[config.mk]
export PLATFORM = sky130hd
export DESIGN_NAME = t13_event_encoder
export DESIGN_NICKNAME = d
export VERILOG_FILES = /design/src/rtl/t13_evt_pkg.sv /design/src/rtl/t13_rr_pick.sv /design/src/rtl/t13_event_encoder.sv
export SDC_FILE = /design/constraint.sdc
export NUM_CORES = 1
export LEC_CHECK = 0
export ABC_AREA = 1
export BUFFER_PORTS_ARGS = -buffer_cell sky130_fd_sc_hd__buf_4
export CAP_MARGIN = 20
export CORE_MARGIN = 2
export CORE_UTILIZATION = 45
export DETAILED_ROUTE_END_ITERATION = 10
export SLEW_MARGIN = 20
export SYNTH_ARGS = -nofsm -noshare
export SYNTH_HDL_FRONTEND = slang
export SYNTH_HIERARCHICAL = 1
export SYNTH_SLANG_ARGS = --single-unit
[constraint.sdc]
create_clock -name clk -period 5.5 [get_ports clk]
set_input_delay 1.375 -clock clk [delete_from_list [all_inputs] [get_ports clk]]
set_output_delay 1.375 -clock clk [all_outputs]
set_load 0.1 [all_outputs]
[src/rtl/t13_evt_pkg.sv]
// rtl/t13_evt_pkg.sv - shared sizes, output FSM states and index helpers for the event encoder
package t13_evt_pkg;

    localparam int N_EVT = 16;
    localparam int IDX_W = 4;

    typedef enum logic {
        IDLE    = 1'b0,
        PRESENT = 1'b1
    } state_e;

    function automatic logic [N_EVT-1:0] idx_onehot(input logic [IDX_W-1:0] idx);
        logic [N_EVT-1:0] mask;
        mask      = '0;
        mask[idx] = 1'b1;
        return mask;
    endfunction

endpackage

[src/rtl/t13_rr_pick.sv]
// rtl/t13_rr_pick.sv - combinational search for the first set request at or after a start index, wrapping
module t13_rr_pick
    import t13_evt_pkg::*;
(
    input  logic [N_EVT-1:0] req,
    input  logic [IDX_W-1:0] start,
    output logic             found,
    output logic [IDX_W-1:0] idx
);

    logic [IDX_W-1:0] cand;

    // Walk offsets from far to near so the nearest hit is the one left standing.
    always_comb begin
        found = 1'b0;
        idx   = '0;
        cand  = '0;
        for (int k = N_EVT - 1; k >= 0; k--) begin
            cand = start + IDX_W'(k);
            if (req[cand]) begin
                found = 1'b1;
                idx   = cand;
            end
        end
    end

endmodule

[src/rtl/t13_event_encoder.sv]
// rtl/t13_event_encoder.sv - pending-event register with round-robin or fixed-priority index presentation
module t13_event_encoder
    import t13_evt_pkg::*;
#(
    parameter bit RR_EN = 1'b1
) (
    input  logic             clk,
    input  logic             rst_n,
    input  logic [N_EVT-1:0] evt_in,
    input  logic             clr_all,
    output logic             out_valid,
    input  logic             out_ready,
    output logic [IDX_W-1:0] out_idx,
    output logic [N_EVT-1:0] pending,
    output logic             overflow
);

    state_e           state_q, state_d;
    logic [N_EVT-1:0] pending_q, pending_d;
    logic             overflow_q, overflow_d;
    logic [IDX_W-1:0] out_idx_q, out_idx_d;
    logic [IDX_W-1:0] last_grant_q, last_grant_d;

    logic             hs;
    logic [N_EVT-1:0] clr_mask;
    logic [N_EVT-1:0] remain;
    logic [IDX_W-1:0] pick_start;
    logic             pick_found;
    logic [IDX_W-1:0] pick_idx;

    assign hs       = (state_q == PRESENT) && out_ready;
    assign clr_mask = hs ? idx_onehot(out_idx_q) : '0;
    assign remain   = pending_q & ~clr_mask;

    // On a handshake the accepted index becomes the new last grant, so search from just past it.
    always_comb begin
        pick_start = '0;
        if (RR_EN) begin
            pick_start = hs ? (out_idx_q + 1'b1) : (last_grant_q + 1'b1);
        end
    end

    t13_rr_pick u_pick (
        .req   (remain),
        .start (pick_start),
        .found (pick_found),
        .idx   (pick_idx)
    );

    always_comb begin
        state_d      = state_q;
        out_idx_d    = out_idx_q;
        last_grant_d = last_grant_q;
        pending_d    = remain | evt_in;
        overflow_d   = overflow_q | (|(evt_in & remain));

        if (hs) begin
            last_grant_d = out_idx_q;
        end

        case (state_q)
            IDLE: begin
                if (pick_found) begin
                    state_d   = PRESENT;
                    out_idx_d = pick_idx;
                end
            end
            PRESENT: begin
                if (hs) begin
                    if (pick_found) begin
                        out_idx_d = pick_idx;
                    end else begin
                        state_d = IDLE;
                    end
                end
            end
            default: state_d = IDLE;
        endcase

        if (clr_all) begin
            state_d      = IDLE;
            pending_d    = '0;
            overflow_d   = 1'b0;
            out_idx_d    = '0;
            last_grant_d = '1;
        end
    end

    always_ff @(posedge clk) begin
        if (!rst_n) begin
            state_q      <= IDLE;
            pending_q    <= '0;
            overflow_q   <= 1'b0;
            out_idx_q    <= '0;
            last_grant_q <= '1;
        end else begin
            state_q      <= state_d;
            pending_q    <= pending_d;
            overflow_q   <= overflow_d;
            out_idx_q    <= out_idx_d;
            last_grant_q <= last_grant_d;
        end
    end

    assign out_valid = (state_q == PRESENT);
    assign out_idx   = out_idx_q;
    assign pending   = pending_q;
    assign overflow  = overflow_q;

endmodule
; ---- Yosys cells after proc, flatten, opt, wreduce, memory -nomap -nowiden
; Cells that the tools add are included.
[totals]
regBits = 26
latchBits = 0
ramBits = 0
rom_bits = 0
inputBits = 20
output_inout_bits = 22
elab_cells = 126
memories = 0
[classes]
addsub = 17
multipliers = 0
div_mod_pow = 0
n_lt_le_gt_ge = 18
eq_ne = 1
n_shift = 0
muxes = 74
n_bitwise = 7
reduce_logical = 4
[op_table]
columns = op, count
row1 = "< comparator 4 x 5 -> 1 bit, second input constant", 17
row2 = two-way mux 4 bit, 19
row3 = binary-select mux 1 bit (select 4 bit), 16
row4 = two-way mux 1 bit, 35
row5 = "adder 4 bit, second input constant", 8
row6 = bitwise AND 16 bit, 2
row7 = "adder 4 x 3 -> 4 bit, second input constant", 4
row8 = two-way mux 16 bit, 1
row9 = NOT 16 bit, 1
row10 = bitwise OR 16 bit, 1
row11 = OR reduction 16 bit, 1
row12 = "adder 4 x 1 -> 4 bit, second input constant", 3
row13 = "adder 4 x 2 -> 4 bit, second input constant", 2
row14 = one-hot mux 4 bit (2 select lines), 1
row15 = demux 1 bit (select 4 bit), 1
row16 = ">= comparator 4 x 1 -> 1 bit, second input constant", 1
row17 = logical AND 1 bit, 2
row18 = "inequality test 2 x 1 -> 1 bit, second input constant", 1
row19 = NOT 1 bit, 2
row20 = one-hot mux 1 bit (2 select lines), 1
row21 = OR reduction 2 bit, 1
row22 = bitwise OR 1 bit, 1

; ---- Longest topological paths before layout
; Gate-level depths: netlist (run 1).
[depth]
depth_word = 28
depth_mapped = 35
depth_no_buf = 33

; ---- Hierarchy
; The synthesis (run 1) kept the hierarchy.
[modules_own_cells]
columns = mod, instances, cells_per_inst, area_per_inst_um2, seq_area_each_um2
row1 = t13_rr_pick, 1, 364, 1784.2, 0.0
row2 = t13_event_encoder, 1, 197, 1288.7, 520.5

; ---- Least setup slack after synthesis (run 1)
; OpenSTA, ideal clock, no wires.
[synth_path]
path_type = input port to flip-flop
from = input out_ready
to = register out_idx_q[2] (netlist: out_idx[2])
setup_ns = 0.125
arrival_ns = 4.601
t_required_ns = 5.375
setup_slack_ns = 0.774
cell_stages = 34
path_buffers = 3
path_cell_list = nand2_2 buf_6 nand2_1 o21a_1 inv_1 ha_1 inv_1 buf_2 ha_1 inv_1 buf_2 nand3_1 nand3_1 nand2_1 nand2_1 nand2_2 clkinv_1 nand2_1 a21oi_1 nand2_1 nand2_1 nand2_1 nand2_1 nand2_1 nand2_1 nand2_1 nand2_1 nand2_1 nand2_1 nand2_1 nand2_1 nand2_1 o21ai_0 a21oi_1
[synth_via]
elab_cells_between_ends = 88
classes_between = add/sub (15) / eq/ne (1) / mux (69) / bitwise (2) / reduce/logical (1)
[synth_lines]
columns = item, line
row1 = from (decl), t13_event_encoder.sv:12  ; input logic out_ready,
row2 = logical AND 1 bit (*), t13_event_encoder.sv:31  ; assign hs = (state_q == PRESENT) && out_ready;
row3 = two-way mux 4 bit (*), t13_event_encoder.sv:39  ; pick_start = hs ? (out_idx_q + 1'b1) : (last_grant_q + 1'b1);
row4 = named net pick_start[0], t13_event_encoder.sv:27  ; logic [IDX_W-1:0] pick_start;
row5 = adder 4 bit, t13_rr_pick.sv:19  ; cand = start + IDX_W'(k);
row6 = binary-select mux 1 bit (select 4 bit), t13_rr_pick.sv:20  ; if (req[cand]) begin
row7 = two-way mux 1 bit (not written as such), t13_rr_pick.sv:20
row8 = two-way mux 4 bit (15 in a row), t13_rr_pick.sv:20
row9 = two-way mux 4 bit (*), t13_rr_pick.sv:20
row10 = named net pick_idx[2], t13_event_encoder.sv:29  ; logic [IDX_W-1:0] pick_idx;
row11 = two-way mux 4 bit (*), "t13_event_encoder.sv:63, t13_event_encoder.sv:70"
row12 = two-way mux 4 bit, t13_event_encoder.sv:69  ; if (hs) begin
row13 = one-hot mux 4 bit (2 select lines) (*), t13_event_encoder.sv:61  ; case (state_q)
row14 = to (signal assigned), t13_event_encoder.sv:100  ; out_idx_q <= out_idx_d;
row15 = to (decl), t13_event_encoder.sv:21  ; logic [IDX_W-1:0] out_idx_q, out_idx_d;
; The timed path passes the listed nets; every way through them passes the cells marked *. The select of a mux whose other input is x is not followed.
; A chain may end at the register's enable or synchronous reset.

; ---- Final worst setup path (run 1)
[layout_path]
from = input out_ready
to = register out_idx_q[1] (netlist: out_idx[1])
[layout_via]
elab_cells_between_ends = 88
classes_between = add/sub (15) / eq/ne (1) / mux (69) / bitwise (2) / reduce/logical (1)
[layout_lines]
columns = item, line
row1 = logical AND 1 bit (*), t13_event_encoder.sv:31
row2 = two-way mux 4 bit (*), t13_event_encoder.sv:39
row3 = named net pick_start[0], t13_event_encoder.sv:27
row4 = adder 4 bit, t13_rr_pick.sv:19
row5 = binary-select mux 1 bit (select 4 bit), t13_rr_pick.sv:20
row6 = two-way mux 1 bit (not written as such), t13_rr_pick.sv:20
row7 = two-way mux 1 bit (15 in a row), t13_rr_pick.sv:20
row8 = two-way mux 1 bit (*), t13_rr_pick.sv:20
row9 = named net pick_found, t13_event_encoder.sv:28  ; logic pick_found;
row10 = two-way mux 4 bit (*), "t13_event_encoder.sv:63, t13_event_encoder.sv:70"
row11 = two-way mux 4 bit, t13_event_encoder.sv:69
row12 = one-hot mux 4 bit (2 select lines) (*), t13_event_encoder.sv:61
; Marked as above.

==> results.tsv, run 1 <==
stage	metric	value	unit
synth	ranking of synthesized cells by area	nand2_1, dfxtp_1, nand3_1	
timing	worst slew pin tran	0.584	ns
pwr	Int Power	0.000605	W
worst_setup_path	Critical Path Sink Type	flop	
drt	routed wire length	10.1	mm
synth	predominant post-synthesis flop cell	dfxtp_1	
clock_network	hold_buf cts	0	
synth	post-synthesis xor/xnor area fraction	3.34	%
clock_network	Worst-path clk slew	0.09	ns
die	core area	6680	um^2
drt	wire per inst	14.8	um
pwr	clock share of power	11.4	%
pwr	pwr dens	402	nW/um^2
synth	post-synthesis sequential area ratio	16.9	%
drt	Final ANT Viol Nets	0	
timing	period utilization	89.1	%
timing	fin crit period	4.90	ns
timing	Max Freq	204	MHz
outcome	outcome	finished clean	
drt	via count of the routed design	3677	
global_route	GRT Util Overall	27.3	%
synth	Netlist cell types	34	
timing	unrepaired setup endpoints after global routing	false	
placement	port buffer count	41	
clock_network	clock buffer depth	2	
synth	count leader, synth	nand2_1	
die	die height	86.6	um
pwr	combinational share of power	73.1	%
worst_setup_path	Crit Path Max Fanout	12	
synth	Yosys warnings	6	
die	die width	86.6	um
die	Starting Density	46.0	%
cells_and_area	fin util	52.5	%
timing	Hold Fails Final Rpt	0	
clock_network	later-pin clock latency in the skew report	0.27	ns
placement	RD Place Congestion	0.966	
synth	cell area after synthesis	3070	um^2
pwr	P_sw	0.000804	W
cells_and_area	layout cell share with drive strength beyond 1	17.0	%
die	DIE AREA	7510	um^2
worst_setup_path	crit path cell chain	buf_4, nand2_2, o21a_1, inv_1, ha_1, inv_1, ha_1, inv_1, nand3_1, nand3_1, and2_1, or2_1, nand2_1, nor2_1, nand4_1, nor4_1, nand4_1, nand2_1, o21ai_0, a21oi_1	
pwr	Peak VDD IR	174	uV
synth	syn_area_per_cell	5.48	um^2
synth	dominant cell type by area after synthesis	nand2_1	
cells_and_area	nets@finish	629	
drt	via-per-instance ratio	5.41	
clock_network	Post-CTS Resized	0	
worst_setup_path	Worst setup SP type	input pin	
timing	Slew Limit Fails	0	
clock_network	post-CTS setup buffer count	0	
placement	Cell Area, Placed	3430	um^2
drt	initial DRC count	353	
timing	clock skew	0.00232	ns
die	I/O pin count	42	
clock_network	CTS tree	done	
min_path	worst min path class	reg -> reg	
synth	Syn Nets	589	
pwr	static leakage	1.96	nW
clock_network	Root Driver	clkbuf_8	
synth	area fraction of the dominant cell type after synthesis	23.7	%
worst_setup_path	Critical Path AT	5.11	ns
cells_and_area	diodes inserted	0	
worst_setup_path	Crit path top cell by count	inv_1	
synth	Gate Count Post-Synth	561	
clock_network	clock sink count	26	
placement	hpwl dp	8.09	mm
worst_setup_path	critical setup path kind	in -> reg	
synth	fraction of the mapped netlist area in simple logic gates	55.2	%
synth	Synth Area in Compound Gates	10.1	%
global_route	initial antenna violation count	0	
timing	Final Setup Violations	0	
synth	Synth Register Bits	26	
worst_setup_path	Data required, critical path	5.71	ns
drt	1st-pass router iterations	5	
pwr	sequential fraction of design power	15.6	%
drt	# DRC	0	
synth	post-synthesis mux area share	0	%
pwr	Sw Ratio	57.1	%
clock_network	level count of the clock H-tree	1	
global_route	total congestion overflow	0	
synth	number of synthesized flops with an enable pin	0	
cells_and_area	area grow syn2layout	14.1	%
worst_setup_path	CP peak stage delay	0.32	ns
global_route	vias in the first global route	3212	
flow_run	MaxCap Viol Count	0	
clock_network	total CTS buffers	3	
worst_setup_path	CP max stage cell	inv_1	
synth	largest family of logic cells by synthesized area	simple AND/OR/NAND/NOR gates	
global_route	first-pass GRT wire length	16.0	mm
cells_and_area	cell area after layout	3510	um^2
synth	Post-Synth Adder-Cell Area	3.26	%
global_route	largest net degree at the start of global routing	26	
timing	Final TNS setup	0	ns
synth	Post-synth top cells	nand2_1, nand3_1, nor2_1	
timing	max_slew headroom	60.8	%
die	Rows	30	
synth	Post-synth ARST share	0	%
## cell usage in the layout (no fill, tap or decap)
cell type    n
a21oi_2      1
o21a_1       3
inv_1       53
nand2_4      2
or2_2        1
nand4_1      2
a31oi_1      1
clkbuf_8     3
o21ai_2      1
nor2_2       3
nor2_1      55
xor2_1       7
a21oi_1     45
xor2_2       1
dfxtp_1     26
buf_4       48
nor4_1       1
nand2_1    194
nor3_1       1
ha_1         8
or2_1        3
and2_1       1
inv_2       10
clkinv_1     2
nor2_4       3
nand2_2     20
xnor2_1      1
xnor2_2      1
nand3_2      7
nand3_1     87
o21ai_1      2
o21ai_0      6
bufinv_16    1
## cell type report
class,instances,area (um^2)
Clock inverter,1,30.0
Clock buffer,3,41.3
Multi-Input combinational cell,457,2210
Fill cell,740,3180
Inverter,65,244
Sequential cell,26,520
Tap cell,80,100
Timing Repair Buffer,48,360
## final timing paths
| kind | from | end | slack (ns) | depth (start not counted) |
|---|---|---|---|---|
| min | last_grant_q[1]$_SDFFE_PP1P_ | last_grant_q[1]$_SDFFE_PP1P_ | 0.55 | 3 |
| min reg2reg | last_grant_q[1]$_SDFFE_PP1P_ | last_grant_q[1]$_SDFFE_PP1P_ | 0.55 | 3 |
| max reg2reg | out_valid$_SDFF_PP0_ | out_idx[1]$_SDFFE_PP0P_ | 1.32 | 20 |
| max | out_ready | out_idx[1]$_SDFFE_PP0P_ | 0.60 | 20 |
## power by group through the flow
stage / Clock, W / Sequential, W / Combinational (W)
after floorplan: 0 / 0.000317 / 0.000685
after global placement: 0 / 0.000223 / 0.00101
after detailed placement: 0 / 0.000224 / 0.00101
after CTS: 0.000165 / 0.000219 / 0.00101
after global routing: 0.000173 / 0.000221 / 0.00115
final: 0.000160 / 0.000219 / 0.00103
## stage by stage
stage	hold slack, ns	power, W	cells	worst slack [ns]
floorplan	0.500	0.00100	561	0.774
global placement	0.521	0.00123	676	0.496
detailed placement	0.530	0.00123	676	0.381
CTS	0.554	0.00140	680	0.642
global route	0.582	0.00154	680	0.225
finish	0.548	0.00141	680	0.597
## worst max-delay path: cells and delay by family
kind / cells / cell delay, ns
AO/OA/AOI/OAI: 3 / 0.40
adder cells (fa/ha/maj): 2 / 0.63
buffers and inverters: 4 / 0.82
AND/OR/NAND/NOR: 11 / 1.89
## flip-flops by register name, indices dropped and copies added, names as in the netlist
register	count
last_grant_q	4
out_idx	4
out_valid	1
overflow	1
pending	16
## metal layers
metal	share of wire [%]	vias up	routed length [um]	global-route usage (%)
met2	43	154	4370	42.9
met4	1.0	0	101	3.69
met1	48	1646	4830	40.8
met5	0	-	0	0
li1	-	1865	-	-
met3	7.5	12	753	3.14
## cells by family (layout without fill, tap and decap cells)
| family | count (synthesis) | after routing |
|---|---|---|
| and+or+nand+nor | 380 | 380 |
| AOI/OAI and AO/OA | 59 | 59 |
| DFF | 26 | 26 |
| buffers and inverters | 78 | 117 |
| adders and majority gates | 8 | 8 |
| xor gates and xnor gates | 10 | 10 |
Note: power is estimated with default switching activity, not from simulation.
==> run 2, diff against run 1 <==
Settings changed: PLACE_DENSITY set to 0.69.
==> run 2 against run 1 <==
  * Utilization increased by 0.11 points
  * Highest routed layer unchanged
  * Maximum frequency rose by 1.7%
  * Final cell count is 0.15% higher
  * Combinational power barely moved
  * Total power fell by 0.30%
  * Register-to-register slack improved by 0.07 ns
  * Largest power group unchanged
  * Clock power barely moved
==> results.tsv, run 2 (synthesis gave the netlist of run 1 again) <==
stage	metric	value	unit	change
drt	Final ANT Viol Nets	0		unchanged
global_route	vias in the first global route	3353		+4.4%
worst_setup_path	Data required, critical path	5.71	ns	about the same
timing	clock skew	0.00253	ns	+0.000211 ns
die	DIE AREA	7510	um^2	unchanged
worst_setup_path	Crit Path Max Fanout	11		-1
timing	Final Setup Violations	0		unchanged
worst_setup_path	Crit path top cell by count	inv_1		
timing	unrepaired setup endpoints after global routing	false		
pwr	P_sw	0.000798	W	-0.80%
cells_and_area	footprint of the multi-input gates	2210	um^2	unchanged
drt	via-per-instance ratio	5.38		-0.45%
global_route	initial antenna violation count	0		unchanged
placement	RD Place Congestion	1.07		+11%
outcome	outcome	finished clean		
cells_and_area	area grow syn2layout	14.3	%	
pwr	pwr dens	400	nW/um^2	-0.51%
worst_setup_path	crit path cell chain	buf_4, nand2_2, o21a_1, inv_1, ha_1, inv_1, ha_1, inv_1, nand3_1, nand3_1, and2_1, or2_1, nand2_1, nor2_1, nand4_1, nor4_1, nand4_1, nand2_1, o21ai_0, a21oi_1		
pwr	Int Power	0.000607	W	+0.37%
pwr	combinational share of power	73.0	%	about the same
cells_and_area	layout cell share with drive strength beyond 1	17.1	%	+0.14 points
placement	port buffer count	41		unchanged
die	Starting Density	46.0	%	unchanged
timing	worst slew pin tran	0.608	ns	+0.0238 ns
cells_and_area	nets@finish	630		+0.16%
cells_and_area	Fill cells	723		-2.3%
drt	wire per inst	14.2	um	-4.0%
die	core area	6680	um^2	unchanged
worst_setup_path	critical setup path kind	in -> reg		
timing	fin crit period	4.82	ns	-0.0840 ns
clock_network	Post-CTS Resized	0		unchanged
clock_network	level count of the clock H-tree	1		unchanged
drt	initial DRC count	499		+41%
placement	placed instance count	677		+0.15%
pwr	clock share of power	11.4	%	about the same
global_route	largest net degree at the start of global routing	26		unchanged
clock_network	clock sink count	26		unchanged
worst_setup_path	cell family with most CP delay	simple AND/OR/NAND/NOR gates		
timing	period utilization	87.6	%	-1.5 points
drt	routed wire length	9.67	mm	-3.8%
timing	Max Freq	208	MHz	+1.7%
pwr	static leakage	1.97	nW	+0.25%
worst_setup_path	Critical Path AT	5.03	ns	-0.08 ns
worst_setup_path	CP max stage cell	inv_1		
die	die height	86.6	um	unchanged
timing	Slew Limit Fails	0		unchanged
clock_network	clock buffer depth	2		unchanged
timing	max_slew headroom	59.2	%	-1.6 points
cells_and_area	FF+latch area	520	um^2	unchanged
pwr	Peak VDD IR	193	uV	+11%
cells_and_area	max reg flops	16		unchanged
worst_setup_path	Critical Path Sink Type	flop		
cells_and_area	leading cell types in the layout, fill and taps excluded	nand2_1, nand3_1, nor2_1		
timing	Final TNS setup	0	ns	unchanged
pwr	Sw Ratio	56.8	%	-0.29 points
drt	via count of the routed design	3666		-0.30%
worst_setup_path	Worst setup SP type	input pin		
clock_network	post-CTS setup buffer count	0		unchanged
clock_network	total CTS buffers	3		unchanged
cells_and_area	diodes inserted	0		unchanged
timing	Hold Fails Final Rpt	0		unchanged
cells_and_area	leading cell type in the layout, fill and taps excluded	nand2_1		
flow_run	MaxCap Viol Count	0		unchanged
global_route	first-pass GRT wire length	16.1	mm	+0.26%
clock_network	later-pin clock latency in the skew report	0.27	ns	about the same
clock_network	CTS tree	done		
clock_network	Root Driver	clkbuf_8		
worst_setup_path	Buf/Inv on CP	4		unchanged
die	Rows	30		unchanged
min_path	worst min path class	reg -> reg		
cells_and_area	Non-Filler Instances	681		+0.15%
die	I/O pin count	42		unchanged
pwr	sequential fraction of design power	15.6	%	about the same
clock_network	Worst-path clk slew	0.09	ns	about the same
global_route	GRT Util Overall	26.9	%	-0.32 points
clock_network	hold_buf cts	0		unchanged
drt	1st-pass router iterations	6		+1
global_route	total congestion overflow	0		unchanged
drt	# DRC	0		unchanged
die	die width	86.6	um	unchanged
worst_setup_path	CP peak stage delay	0.35	ns	+0.03 ns
placement	hpwl dp	7.96	mm	-1.7%
==> run 2: final cells by class <==
cell class	instances	share of cell area [%]
multi-input cells	457	62.9
flip-flops and latches	26	14.8
repair buffers	49	10.5
inverters	65	6.94
well taps	80	2.85
clock buffers	3	1.18
clock inverters	1	0.855
==> run 2: power groups by stage <==
stage / registers (W) / clock network [W] / logic, W
global placement: 0.000223 / 0 / 0.00100
floorplan: 0.000317 / 0 / 0.000685
global route: 0.000221 / 0.000171 / 0.00115
detailed placement: 0.000223 / 0 / 0.00101
CTS: 0.000219 / 0.000163 / 0.00101
finish: 0.000219 / 0.000161 / 0.00103
==> run 2: worst reg2reg max path, cell delays in order, from the launching register on <==
cell,delay [ns]
dfxtp_1,0.43
nand2_2,0.20
nand2_1,0.10
o21a_1,0.14
inv_1,0.06
ha_1,0.31
inv_1,0.22
ha_1,0.30
inv_1,0.35
nand3_1,0.18
nand3_1,0.13
and2_1,0.14
or2_1,0.12
nand2_1,0.21
nor2_1,0.15
nand4_1,0.11
nor4_1,0.23
nand4_1,0.21
nand2_1,0.23
o21ai_0,0.10
a21oi_1,0.13
==> run 2: path summary, 6_finish.rpt <==
| check | from | endpoint | slack (ns) | depth (start not counted) |
|---|---|---|---|---|
| hold reg to reg | pending[1]$_SDFF_PP0_ | pending[1]$_SDFF_PP0_ | 0.55 | 2 |
| setup / recovery | out_ready | out_idx[2]$_SDFFE_PP0P_ | 0.68 | 20 |
| setup reg to reg | out_valid$_SDFF_PP0_ | out_idx[2]$_SDFFE_PP0P_ | 1.39 | 20 |
| hold / removal | pending[1]$_SDFF_PP0_ | pending[1]$_SDFF_PP0_ | 0.55 | 2 |
==> run 2: per-layer routing <==
layer | global-route usage, % | part of all wire (%) | up-vias
met5 | 0 | 0 | -
met4 | 5.26 | 1.6 | 0
met3 | 6.76 | 8.9 | 21
met2 | 41.3 | 44 | 155
met1 | 38.4 | 46 | 1620
li1 | - | - | 1870
==> run 2: metrics by stage <==
step	setup slack, ns	power (W)	hold WS [ns]	cell area [um^2]	util [%]
CTS	0.756	0.00139	0.545	3510	52.6
finish	0.681	0.00140	0.553	3510	52.6
global placement	0.579	0.00123	0.528	3440	51.5
global route	0.237	0.00155	0.585	3510	52.6
floorplan	0.774	0.00100	0.500	3070	-
detailed placement	0.501	0.00123	0.530	3440	51.5
